[config.mk]
export PLATFORM = sky130hd
export DESIGN_NAME = mapper_switch
export DESIGN_NICKNAME = d
export VERILOG_FILES = /design/src/rtl/mapper_switch.sv
export SDC_FILE = /design/constraint.sdc
export NUM_CORES = 1
export LEC_CHECK = 0
export ABC_CLOCK_PERIOD_IN_PS = 3250
export CAP_MARGIN = 20
export CORE_UTILIZATION = 53
export DETAILED_ROUTE_END_ITERATION = 16
export PLACE_DENSITY = 0.86
export SLEW_MARGIN = 0
export SYNTH_ARGS = -nofsm -noshare
export SYNTH_HDL_FRONTEND = slang
export SYNTH_SLANG_ARGS = --single-unit
[constraint.sdc]
create_clock -name clk -period 3.25 [get_ports clk]
set_input_delay 0.65 -clock clk [delete_from_list [all_inputs] [get_ports clk]]
set_output_delay 0.65 -clock clk [all_outputs]
set_load 0.03 [all_outputs]
[src/rtl/mapper_switch.sv]
// mapper_switch: host-register-driven mapper selection with atomic commit on
// the CPU reset-vector fetch, M2-idle CPU reset detection, SDRAM refresh
// request handshake and status word assembly.
module mapper_switch #(
  parameter int unsigned MAP_CNT        = 32,
  parameter int unsigned MAP_BITS       = 5,
  parameter int unsigned ADDR_BITS      = 23,
  parameter int unsigned RESET_TICKS    = 255,
  parameter int unsigned SWITCH_TIMEOUT = 4096,
  parameter int unsigned REFRESH_DELAY  = 2
) (
  input  logic                 clk,
  input  logic                 reset_n,
  input  logic                 m2,
  input  logic [15:0]          cpu_addr,
  input  logic [7:0]           cpu_data,
  input  logic                 cpu_rw,
  input  logic [11:0]          wr_reg,
  input  logic [3:0]           wr_reg_addr,
  input  logic                 wr_reg_valid,
  input  logic [8:0]           launcher_status,
  input  logic                 refresh_ack,
  output logic [MAP_BITS-1:0]  select,
  output logic [1:0]           map_args,
  output logic [ADDR_BITS-1:0] prg_mask,
  output logic [ADDR_BITS-1:0] chr_base,
  output logic                 cpu_reset,
  output logic                 launcher_load,
  output logic                 launcher_halt,
  output logic                 launcher_buffer_num,
  output logic                 refresh_req,
  output logic [31:0]          status_reg
);

  localparam int unsigned RST_W = $clog2(RESET_TICKS + 1);
  localparam int unsigned TMO_W = $clog2(SWITCH_TIMEOUT + 1);
  localparam int unsigned DLY_W = $clog2(REFRESH_DELAY + 1);

  typedef enum logic [1:0] {ST_IDLE, ST_PENDING, ST_COMMIT} state_t;

  state_t               state, state_next;
  logic [2:0]           m2_sync;
  logic                 m2_fall;
  logic [15:0]          lat_addr;
  logic [7:0]           lat_data;
  logic                 lat_rw;
  logic                 saw_fffc;
  logic                 vec_hit;
  logic [RST_W-1:0]     rst_cnt;
  logic                 cpu_reset_q;
  logic                 cpu_reset_rise;
  logic [TMO_W-1:0]     tmo_cnt;
  logic                 tmo_fire;
  logic [4:0]           wr_sel;
  logic [4:0]           wr_off;
  logic                 wr_map, wr_ok, wr_accept, wr_reject, wr_launch;
  logic [MAP_BITS-1:0]  stg_sel;
  logic [4:0]           stg_off;
  logic [1:0]           stg_args;
  logic [ADDR_BITS-1:0] cm_mask, cm_base;
  logic                 do_commit;
  logic                 tmo_err, rej_err;
  logic [3:0]           ovr_cnt;
  logic [DLY_W-1:0]     dly_cnt;
  logic [8:0]           lstat;

  assign m2_fall        = m2_sync[2] & ~m2_sync[1];
  assign cpu_reset      = (rst_cnt == RST_W'(RESET_TICKS));
  assign cpu_reset_rise = cpu_reset & ~cpu_reset_q;

  assign wr_sel    = wr_reg[4:0];
  assign wr_off    = wr_reg[9:5];
  assign wr_map    = wr_reg_valid && (wr_reg_addr == 4'd0);
  assign wr_launch = wr_reg_valid && (wr_reg_addr == 4'd1);
  assign wr_ok     = (32'(wr_sel) < MAP_CNT) && (32'(wr_off) < ADDR_BITS);
  assign wr_accept = wr_map & wr_ok;
  assign wr_reject = wr_map & ~wr_ok;

  assign vec_hit  = m2_fall && lat_rw && (lat_addr == 16'hFFFD) && saw_fffc;
  assign tmo_fire = (state == ST_PENDING) && (tmo_cnt == TMO_W'(SWITCH_TIMEOUT))
                    && !wr_accept && !vec_hit && !cpu_reset_rise;

  assign status_reg = {11'd0, 5'(select), ovr_cnt, rej_err, tmo_err, launcher_load, lstat};

  // M2 synchroniser and bus capture while M2 is high
  always_ff @(posedge clk) begin
    if (!reset_n) begin
      m2_sync  <= '0;
      lat_addr <= '0;
      lat_data <= '0;
      lat_rw   <= 1'b0;
    end else begin
      m2_sync <= {m2_sync[1:0], m2};
      if (m2_sync[1]) begin
        lat_addr <= cpu_addr;
        lat_data <= cpu_data;
        lat_rw   <= cpu_rw;
      end
    end
  end

  // M2 idle counter for CPU reset detection
  always_ff @(posedge clk) begin
    if (!reset_n) begin
      rst_cnt     <= '0;
      cpu_reset_q <= 1'b0;
    end else begin
      cpu_reset_q <= cpu_reset;
      if (m2_fall)
        rst_cnt <= '0;
      else if (!cpu_reset)
        rst_cnt <= rst_cnt + RST_W'(1);
    end
  end

  // FSM state register
  always_ff @(posedge clk) begin
    if (!reset_n) state <= ST_IDLE;
    else          state <= state_next;
  end

  // FSM next state: reset-vector fetch commits, timeout abandons, writes restage
  always_comb begin
    state_next = state;
    if (cpu_reset_rise) begin
      state_next = ST_IDLE;
    end else begin
      case (state)
        ST_IDLE:    if (wr_accept) state_next = ST_PENDING;
        ST_PENDING: begin
          if (wr_accept)     state_next = ST_PENDING;
          else if (vec_hit)  state_next = ST_COMMIT;
          else if (tmo_fire) state_next = ST_IDLE;
        end
        ST_COMMIT:  state_next = wr_accept ? ST_PENDING : ST_IDLE;
        default:    state_next = ST_IDLE;
      endcase
    end
  end

  // FSM outputs
  always_comb begin
    launcher_load = (state == ST_PENDING);
    do_commit     = (state == ST_COMMIT) && !cpu_reset_rise;
  end

  // Track the $FFFC half of the vector fetch across consecutive M2 cycles
  always_ff @(posedge clk) begin
    if (!reset_n || wr_accept || cpu_reset_rise)
      saw_fffc <= 1'b0;
    else if (m2_fall)
      saw_fffc <= lat_rw && (lat_addr == 16'hFFFC);
  end

  // Switch timeout counter, counts M2 cycles only while pending
  always_ff @(posedge clk) begin
    if (!reset_n || state != ST_PENDING || wr_accept)
      tmo_cnt <= '0;
    else if (m2_fall && tmo_cnt != TMO_W'(SWITCH_TIMEOUT))
      tmo_cnt <= tmo_cnt + TMO_W'(1);
  end

  // Staged mapper fields
  always_ff @(posedge clk) begin
    if (!reset_n) begin
      stg_sel  <= '0;
      stg_off  <= '0;
      stg_args <= '0;
    end else if (wr_accept) begin
      stg_sel  <= wr_sel[MAP_BITS-1:0];
      stg_off  <= wr_off;
      stg_args <= wr_reg[11:10];
    end
  end

  // PRG mask / CHR base derived from the staged bank offset
  always_comb begin
    cm_mask = '1;
    cm_base = '0;
    if (stg_off != '0) begin
      cm_base = ADDR_BITS'(1) << stg_off;
      cm_mask = cm_base - ADDR_BITS'(1);
    end
  end

  // Active mapper registers: CPU reset restores the launcher layout
  always_ff @(posedge clk) begin
    if (!reset_n || cpu_reset_rise) begin
      select   <= '0;
      map_args <= '0;
      prg_mask <= '1;
      chr_base <= '0;
    end else if (do_commit) begin
      select   <= stg_sel;
      map_args <= stg_args;
      prg_mask <= cm_mask;
      chr_base <= cm_base;
    end
  end

  // Launcher controls; halt is a request cleared by the next M2 cycle
  always_ff @(posedge clk) begin
    if (!reset_n) begin
      launcher_buffer_num <= 1'b0;
      launcher_halt       <= 1'b0;
    end else begin
      if (cpu_reset_rise)  launcher_buffer_num <= 1'b0;
      else if (wr_launch)  launcher_buffer_num <= wr_reg[0];
      if (wr_launch && wr_reg[1]) launcher_halt <= 1'b1;
      else if (m2_fall)           launcher_halt <= 1'b0;
    end
  end

  // Sticky error bits and launcher status capture
  always_ff @(posedge clk) begin
    if (!reset_n) begin
      tmo_err <= 1'b0;
      rej_err <= 1'b0;
      lstat   <= '0;
    end else begin
      if (m2_fall) lstat <= launcher_status;
      if (wr_accept) begin
        tmo_err <= 1'b0;
        rej_err <= 1'b0;
      end else begin
        if (wr_reject) rej_err <= 1'b1;
        if (tmo_fire)  tmo_err <= 1'b1;
      end
    end
  end

  // Refresh request: delayed after M2 fall, held until ack, overruns counted
  always_ff @(posedge clk) begin
    if (!reset_n) begin
      refresh_req <= 1'b0;
      dly_cnt     <= '0;
      ovr_cnt     <= '0;
    end else begin
      if (refresh_req && refresh_ack) refresh_req <= 1'b0;
      if (dly_cnt != '0) begin
        dly_cnt <= dly_cnt - DLY_W'(1);
        if (dly_cnt == DLY_W'(1)) refresh_req <= 1'b1;
      end
      if (m2_fall && select != '0) begin
        if (refresh_req) begin
          if (ovr_cnt != 4'hF) ovr_cnt <= ovr_cnt + 4'd1;
        end else if (dly_cnt == '0) begin
          dly_cnt <= DLY_W'(REFRESH_DELAY);
        end
      end
    end
  end

endmodule
* Word level (Yosys, flattened, before mapping)
Index checks and enable logic that the tools add are counted.
Widths: inputs -> output; s select.
** Storage, ports and cells
- Word-level logic and storage cells :: 104
- Input bits :: 55
- Output and inout port bits :: 90
- Register bits after elaboration :: 130
** Cells by class
- Reduce and logical (&&, ||, !) cells :: 36
- Equality and inequality tests :: 13
- Mux-type cells :: 17
- Add/sub/neg operators :: 5
- Bitwise gates (word level) :: 8
- $lt $le $gt $ge :: 1
- Shift operators :: 1
** Operators by type and width (number)
- $mux 23 :: 2
- $eq 16x16->1 const B :: 2
- $shl 1x5->23 const A :: 1
- $sub 23x1->23 const B :: 1
- $mux 2 :: 8
- $logic_and 1x1->1 :: 15
- $add 13x1->13 const B :: 1
- $eq 13x13->1 const B :: 1
- $ne 13x13->1 const B :: 1
- $reduce_bool 5->1 :: 2
- $add 8x1->8 const B :: 1
- $eq 8x8->1 const B :: 1
- $mux 1 :: 6
- $pmux 2 s3 :: 1
- $reduce_or 2->1 :: 3
- $logic_or 1x1->1 :: 5
- $lt 5x5->1 const B :: 1
- $add 4x1->4 const B :: 1
- $and 1x1->1 :: 4
- $eq 2x1->1 const B :: 2
- $eq 4x1->1 const B :: 1
- $logic_not 1->1 :: 4
- $logic_not 2->1 :: 2
- $logic_not 4->1 :: 1
- other kinds (10) :: 14

* Logic depth before layout (Yosys ltp)
Gate-level depths: netlist of the first run.
- Depth after elaboration :: 12
- Depth in mapped cells :: 11
- Depth with buffers taken out :: 7

* Least setup slack after synthesis of the first run
No wires, ideal clock.
- Path kind :: register to register
- From :: register stg_off[0]
- To :: register prg_mask[4]
- Path slack :: 1.075 ns
- Required time :: 3.180 ns
- Library setup time :: 0.070 ns
- Data arrival time :: 2.106 ns
- Stages on the path, launching flop included :: 11
- Buffers on the path :: 4
- Clock period less this slack :: 2.175 ns
- Cells stage by stage :: dfxtp_1 buf_2 clkbuf_1 nor2b_1 nand2_1 ha_1 clkbuf_1 buf_1 o41ai_1 a22oi_1 a21oi_1
** Between the ends
- Longest elaborated chain between the ends :: 3
- Elaborated cells on any way between the ends :: 4
- Those cells by class :: add/sub: 1; shift: 1; mux: 1; reduce/logical: 1
** Ends and longest elaborated chain
- start, declared :: line 58 : logic [4:0] stg_off;
- start signal, assigned :: line 171 : stg_off <= wr_off;
- $shl 1x5->23 :: line 181 : cm_base = ADDR_BITS'(1) << stg_off;
- $sub 23x1->23 :: line 182 : cm_mask = cm_base - ADDR_BITS'(1);
- $mux 23 * :: line 180 : if (stg_off != '0) begin
- end signal, assigned :: line 196 : prg_mask <= cm_mask;
- end, declared :: line 25 : output logic [ADDR_BITS-1:0] prg_mask,
Mark *: on every way between the ends. The rest lies on a longest branch, timed or not.
A chain may end at the register's enable or synchronous reset.

* Worst setup path after layout of the first run
- From :: register rst_cnt[0]
- To :: output port cpu_reset
** Between the ends
- Longest elaborated chain between the ends :: 1
** Ends and longest elaborated chain
- start, declared :: line 49 : logic [RST_W-1:0] rst_cnt;
- start signal, assigned :: line 112 : rst_cnt <= rst_cnt + RST_W'(1);
- $eq 8x8->1 :: line 68 : assign cpu_reset = (rst_cnt == RST_W'(RESET_TICKS));
- end, declared :: line 27 : output logic cpu_reset,
No other way between the ends.

==> results of run 1 <==
==> how the worst max path moves through the flow <==
stage                   startpoint           to  slack [ns]
finish                  rst_cnt[0]    cpu_reset        0.29
global route            rst_cnt[0]    cpu_reset        0.20
CTS                     rst_cnt[0]    cpu_reset        0.27
detailed placement      stg_off[0]  prg_mask[6]        0.68
global placement    wr_reg_addr[3]   stg_off[3]        0.74
floorplan               stg_off[0]  prg_mask[4]        1.07
==> metrics by stage <==
stage,std cells,util,power (W),cell area [sq um]
global route,907,0.723,0.00401,7470
finish,907,0.723,0.00390,7470
detailed placement,875,0.661,0.00185,6830
global placement,875,0.661,0.00184,6830
floorplan,663,-,0.00177,5660
CTS,907,0.723,0.00390,7470
==> worst max-delay path, delay by kind of cell (launching register included) <==
kind / cells / cell delay [ns]
buffers and inverters: 1 / 0.72
DFF: 1 / 0.39
and+or+nand+nor: 2 / 0.39
adders and majority gates: 1 / 0.28
==> state kept, by name (all words and copies together), names as in the netlist, 3 cells and up <==
register	count
stg_off	5
lat_addr	16
select	5
rst_cnt	8
lstat	9
tmo_cnt	13
ovr_cnt	4
m2_sync	3
chr_base	23
stg_sel	5
prg_mask	23
==> layout make-up <==
type | instances | area [sq um]
Inverter | 13 | 48.8
Multi-Input combinational cell | 462 | 2690
Fill cell | 709 | 2860
Timing Repair Buffer | 134 | 1320
Tap cell | 136 | 170
Clock buffer | 17 | 414
Sequential cell | 130 | 2600
Clock inverter | 15 | 228
==> placed cells by master, fill, tap and decap left out, drive strengths merged, types with 3 or more instances in the layout <==
master and n:
a211oi 3, a21boi 3, a21oi 53, a22oi 19
a31oi 6, a32oi 5, and2 11, and3 8
buf 9, bufinv 5, clkbuf 17, clkdlybuf4s50 125
clkinv 3, conb 11, dfxtp 130, ha 8
inv 18, mux2i 18, nand2 82, nand2b 6
nand3 16, nand4 6, nand4b 4, nor2 81
nor2b 6, nor3 18, nor3b 3, nor4 9
nor4b 3, o211ai 6, o21ai 22, o22a 5
o32a 4, or3 5, or4 3, xnor2 12
xor2 3
==> where the power goes <==
part / internal, W / switching, W
registers: 0.00161 / 0.0000166
clock network: 0.00133 / 0.000752
logic: 0.0000864 / 0.000100
==> cells by family (layout without fill, tap and decap cells) <==
family                   after synthesis  after routing
XOR/XNOR                              15             15
buffers and inverters                 71            179
AND/OR/NAND/NOR                      268            268
flip-flops                           130            130
multiplexers                          18             18
adder cells (fa/ha/maj)                8              8
AO/OA/AOI/OAI                        142            142
other                                  1             11
==> per-layer routing <==
layer	vias to the layer above	part of all wire	GRT usage
met2	244	0.50	0.466
met3	23	0.074	0.0780
met5	-	0	0
li1	2468	-	-
met4	0	0.016	0.0885
met1	2506	0.41	0.307
==> qor.yml, run 1 <==
timing:
  whs_ns: 0.450
  drv_slew: 0
  grt_setup_unrepaired: "no"
  tns_ns: 0
  slew_headroom: 0.303
  fin_ws_ns: 0.288
  final-hold-violation-count: 0
  max_freq_ghz: 0.338
  finalCritPeriodShare: 0.911
  fin_crit_ns: 2.96
  fin_skew_ns: 0.00707
  setup_viol: 0
  worst_pin_slew_ns: 1.04
drt:
  routed_wirelength_um: 14300
  viasPerCell: 5.78
  drc: 0
  drt_iter0_drc: 302
  dr.pass1.iters: 7
  dr_total_vias: 5241
  avgRoutedWirePerCell_um: 15.8
  ant_nets: 0
yosys:
  synth-xor-area-share: 0.0234
  synth_simple_gate_area_frac: 0.229
  synth_edf_count: 0
  synth_fa_ha_area_frac: 0.0178
  synth_cells: 653
  synth_area_leaders: "dfxtp_1, nand2_1, nor2_1"
  ys_warn_count: 0
  avgSynthCellArea_sq_um: 8.61
  synthTopCellsByCount: "dfxtp_1, nand2_1, nor2_1"
  synth_most_common_cell: "dfxtp_1"
  synth-seq-area-share: 0.463
  synth_compound_area_frac: 0.167
  muxShareOfSynthArea: 0.0321
  ys_types: 62
  synth_seq_cells: 130
  synth_top_area_frac: 0.463
  synth_top_cell_by_area: "dfxtp_1"
  synth_area_sq_mm: 0.00562
  synth_top_family_by_area: "simple AND/OR/NAND/NOR gates"
  ys_async_sr_fraction: 0
  synth_top_flop_cell: "dfxtp_1"
placed_design:
  portBuffers: 125
  dpl_worst_slack_ns: 0.684
  dp_hpwl_um: 9690
  place_congestion: 0.798
clock_tree:
  clkSlewWorstSetupHoldPaths_ns: 0.06
  cts_made_buffers: 17
  htree_levels: 4
  cts_tree: "yes"
  clock_latency_ns: 0.52
  cts_root_buffer: "clkbuf_8"
  holdBufCountCts: 0
  cts_setup_buffers: 0
  ctsResizeCount: 0
  clock-sinks: 130
  clockBufferDepth: 2
critical_path:
  path_cells: "ha_1 -> nand4_1 -> nor2_1 -> clkdlybuf4s50_1"
  timing.rr.end: "prg_mask[6]"
  rr_worst_depth: 7
  critPathMaxStageDelay_ns: 0.72
  crit_fanout: 6
  r2r_start: "stg_off[0]"
  crit_type: "reg -> out"
  critPathLaunchType: "flop"
  slowest_stage: "clkdlybuf4s50_1"
  rrSetupSlack_ns: 0.52
  end_kind: "output port"
  cp_data_required_time_ns: 2.60
  cp.arrival_ns: 2.31
global_route:
  grt_max_degree: 46
  globalRoute.totalOverflow: 0
  antenna_found_initial: 0
  grt_use_total: 0.265
  first_global_vias: 5006
  grt_pass1_wl_um: 23600
flow_run:
  cap_violations: 0
min_path:
  worstHoldPathType: "reg -> reg"
  hold_path_end: "prg_mask[0]"
  hp-start: "prg_mask[0]"
  worstHoldPathCells: 1
floorplanning:
  core_area_sq_mm: 0.0103
  die_y_um: 105
  ios: 145
  initial_utilization: 0.544
  die_x_um: 105
  core.rowCount: 37
  die_area_sq_mm: 0.0110
layout:
  n_antenna_cell: 0
  drive_gt1_frac: 0.0700
  finalNetCount: 821
  area_delta_synth_final_pct: 32.9
power:
  vdd_ir_drop_max_v: 0.000347
  p_leak_nw: 2.59
  powerDensity_mw_per_mm2: 522
outcome:
  status: "finished clean"
(Power assumes the default switching activity.)
==> run 2: changes to the inputs <==
Settings changed: ABC_AREA set to 1, CTS_CLUSTER_DIAMETER set to 40, MAX_ROUTING_LAYER set to met4, PLACE_DENSITY 0.86 to 0.85.
==> run 2 against run 1 <==
Against the previous run: flip-flop and latch count did not move; first-iteration DRC count fell by 27%; fmax fell by 1.1%; critical endpoint unchanged; largest cell class unchanged; largest power group unchanged.
==> qor.yml, run 2 <==
floorplanning:
  die_x_um: 107
  initial_utilization: 0.556
  core_area_sq_mm: 0.0105
  ios: 145
  die_y_um: 107
  die_area_sq_mm: 0.0114
  core.rowCount: 37
critical_path:
  crit_fanout: 7
  crit_type: "reg -> out"
  cp.arrival_ns: 2.34
  crit_buf_inv: 2
  slowest_stage: "clkdlybuf4s50_1"
  critPathTopFamily: "buffers and inverters"
  critPathMaxStageDelay_ns: 0.68
  path_cells: "ha_1 -> and3_4 -> nand2_1 -> inv_1 -> clkdlybuf4s50_1"
  end_kind: "output port"
  cp_data_required_time_ns: 2.60
  critPathLaunchType: "flop"
yosys:
  synth_simple_gate_area_frac: 0.268
  synth_cells: 784
  avgSynthCellArea_sq_um: 7.45
  synth_seq_cells: 130
  synth_area_leaders: "dfxtp_1, nand2_1, nor2_1"
  synth-xor-area-share: 0.0225
  ys_warn_count: 0
  ys_types: 45
  synth_top_flop_cell: "dfxtp_1"
  ys_async_sr_fraction: 0
  synth_compound_area_frac: 0.136
  synthTopCellsByCount: "nand2_1, dfxtp_1, nor2_1"
  synth_edf_count: 0
  synth_top_cell_by_area: "dfxtp_1"
  synth_top_family_by_area: "simple AND/OR/NAND/NOR gates"
  synth_area_sq_mm: 0.00584
  muxShareOfSynthArea: 0
  synth-seq-area-share: 0.446
  synth_fa_ha_area_frac: 0.0171
  synth_most_common_cell: "nand2_1"
  synth_top_area_frac: 0.446
timing:
  max_freq_ghz: 0.334
  worst_pin_slew_ns: 0.923
  fin_crit_ns: 2.99
  finalCritPeriodShare: 0.921
  tns_ns: 0
  final-hold-violation-count: 0
  fin_skew_ns: 0.0106
  slew_headroom: 0.383
  setup_viol: 0
  grt_setup_unrepaired: "no"
  drv_slew: 0
global_route:
  first_global_vias: 5206
  antenna_found_initial: 0
  grt_pass1_wl_um: 23900
  grt_max_degree: 37
  globalRoute.totalOverflow: 0
  grt_use_total: 0.274
drt:
  viasPerCell: 5.25
  drc: 0
  dr.pass1.iters: 5
  routed_wirelength_um: 14700
  drt_iter0_drc: 220
  ant_nets: 0
  avgRoutedWirePerCell_um: 14.0
  dr_total_vias: 5483
clock_tree:
  cts_setup_buffers: 0
  htree_levels: 4
  clock_latency_ns: 0.53
  cts_root_buffer: "clkbuf_8"
  clock-sinks: 130
  clockBufferDepth: 2
  cts_made_buffers: 17
  cts_tree: "yes"
  clkSlewWorstSetupHoldPaths_ns: 0.06
  ctsResizeCount: 0
  holdBufCountCts: 0
min_path:
  worstHoldPathType: "reg -> reg"
layout:
  seqCellArea_sq_mm: 0.00260
  finalNetCount: 959
  n_antenna_cell: 0
  multi_input_area_sq_mm: 0.00263
  final_cell_mix: "nand2_1, dfxtp_1, clkdlybuf4s50_1, nor2_1, inv_1"
  num-fill-cells: 808
  drive_gt1_frac: 0.0782
  design_area_sq_mm: 0.00757
  area_delta_synth_final_pct: 29.7
  final_common_cell: "nand2_1"
  top_regs: "chr_base: 23 flops, prg_mask: 23 flops, lat_addr: 16 flops"
flow_run:
  cap_violations: 0
power:
  pwr-share-clk: 0.491
  total_power_w: 0.00362
  p_seq_frac: 0.451
  p_leak_nw: 2.98
  sw_frac_of_total: 0.238
  p_int_w: 0.00276
  pwr-share-comb: 0.058
  powerDensity_mw_per_mm2: 478
  vdd_ir_drop_max_v: 0.000442
  p_sw_w: 0.000860
placed_design:
  place_congestion: 0.942
  placed_cell_area_sq_mm: 0.00702
  portBuffers: 125
  dp_hpwl_um: 10300
outcome:
  status: "finished clean"
## run 2: cell types whose count changed in the layout (fill, tap and decap cells not counted), moves of 9 or more
cell,change
o21ai_0,+47
a21oi_2,+9
nand3_1,+25
nor2_1,+33
a21oi_1,-9
xnor2_1,-9
xor2_1,+9
nor4_1,-9
inv_1,+73
and2_1,-11
nand2_1,+57
a22oi_1,-19
mux2i_1,-18
## run 2: worst min-delay path, cell delays in order (launching register included)
cell     delay (ns)
dfxtp_1        0.31
nand2_1        0.05
inv_1          0.05
## run 2: logic make-up (layout without fill, tap and decap cells)
kind of cell | Yosys count | count (layout)
AO/OA/AOI/OAI | 142 | 142
XOR/XNOR | 15 | 15
adder cells (fa/ha/maj) | 8 | 8
buffers and inverters | 136 | 250
flip-flops | 130 | 130
other | 1 | 11
AND/OR/NAND/NOR | 352 | 352
## run 2: per-layer routing
| layer | global-route usage | part of all wire | vias to the layer above |
|---|---|---|---|
| li1 | - | - | 2727 |
| met1 | 0.312 | 0.42 | 2522 |
| met2 | 0.460 | 0.48 | 199 |
| met3 | 0.0729 | 0.070 | 35 |
| met4 | 0.104 | 0.024 | 0 |
| met5 | - | 0 | - |
## run 2: worst paths after layout
kind                                 start            to  slack [ns]  cells after the start
worst max-delay path            rst_cnt[0]     cpu_reset        0.26                      5
worst min-delay path            m2_sync[0]    m2_sync[1]        0.43                      2
worst max register to register  stg_off[2]  prg_mask[10]        0.91                     12
worst min register to register  m2_sync[0]    m2_sync[1]        0.43                      2
## run 2: area by class of cell
cell class              instances  share of cell area
clock buffers                  20              0.0588
clock inverters                11              0.0139
inverters                      92              0.0463
multi-input cells             528               0.347
flip-flops and latches        130               0.344
well taps                     136              0.0225
repair buffers                127               0.167
## run 2: through the flow
step,util,hold slack (ns),setup slack (ns),instances
after global routing,0.720,0.453,0.124,1044
after global placement,0.668,0.394,0.687,1013
after CTS,0.720,0.438,0.239,1044
after floorplan,-,0.390,1.40,794
after detailed placement,0.668,0.402,0.666,1013
final,0.720,0.433,0.256,1044
## run 2: power groups by stage
stage | Clock [W] | Sequential, W | Combinational [W]
finish | 0.00178 | 0.00163 | 0.000209
global route | 0.00186 | 0.00163 | 0.000229
CTS | 0.00179 | 0.00163 | 0.000209
detailed placement | 0 | 0.00167 | 0.000207
global placement | 0 | 0.00166 | 0.000204
floorplan | 0 | 0.00167 | 0.000124
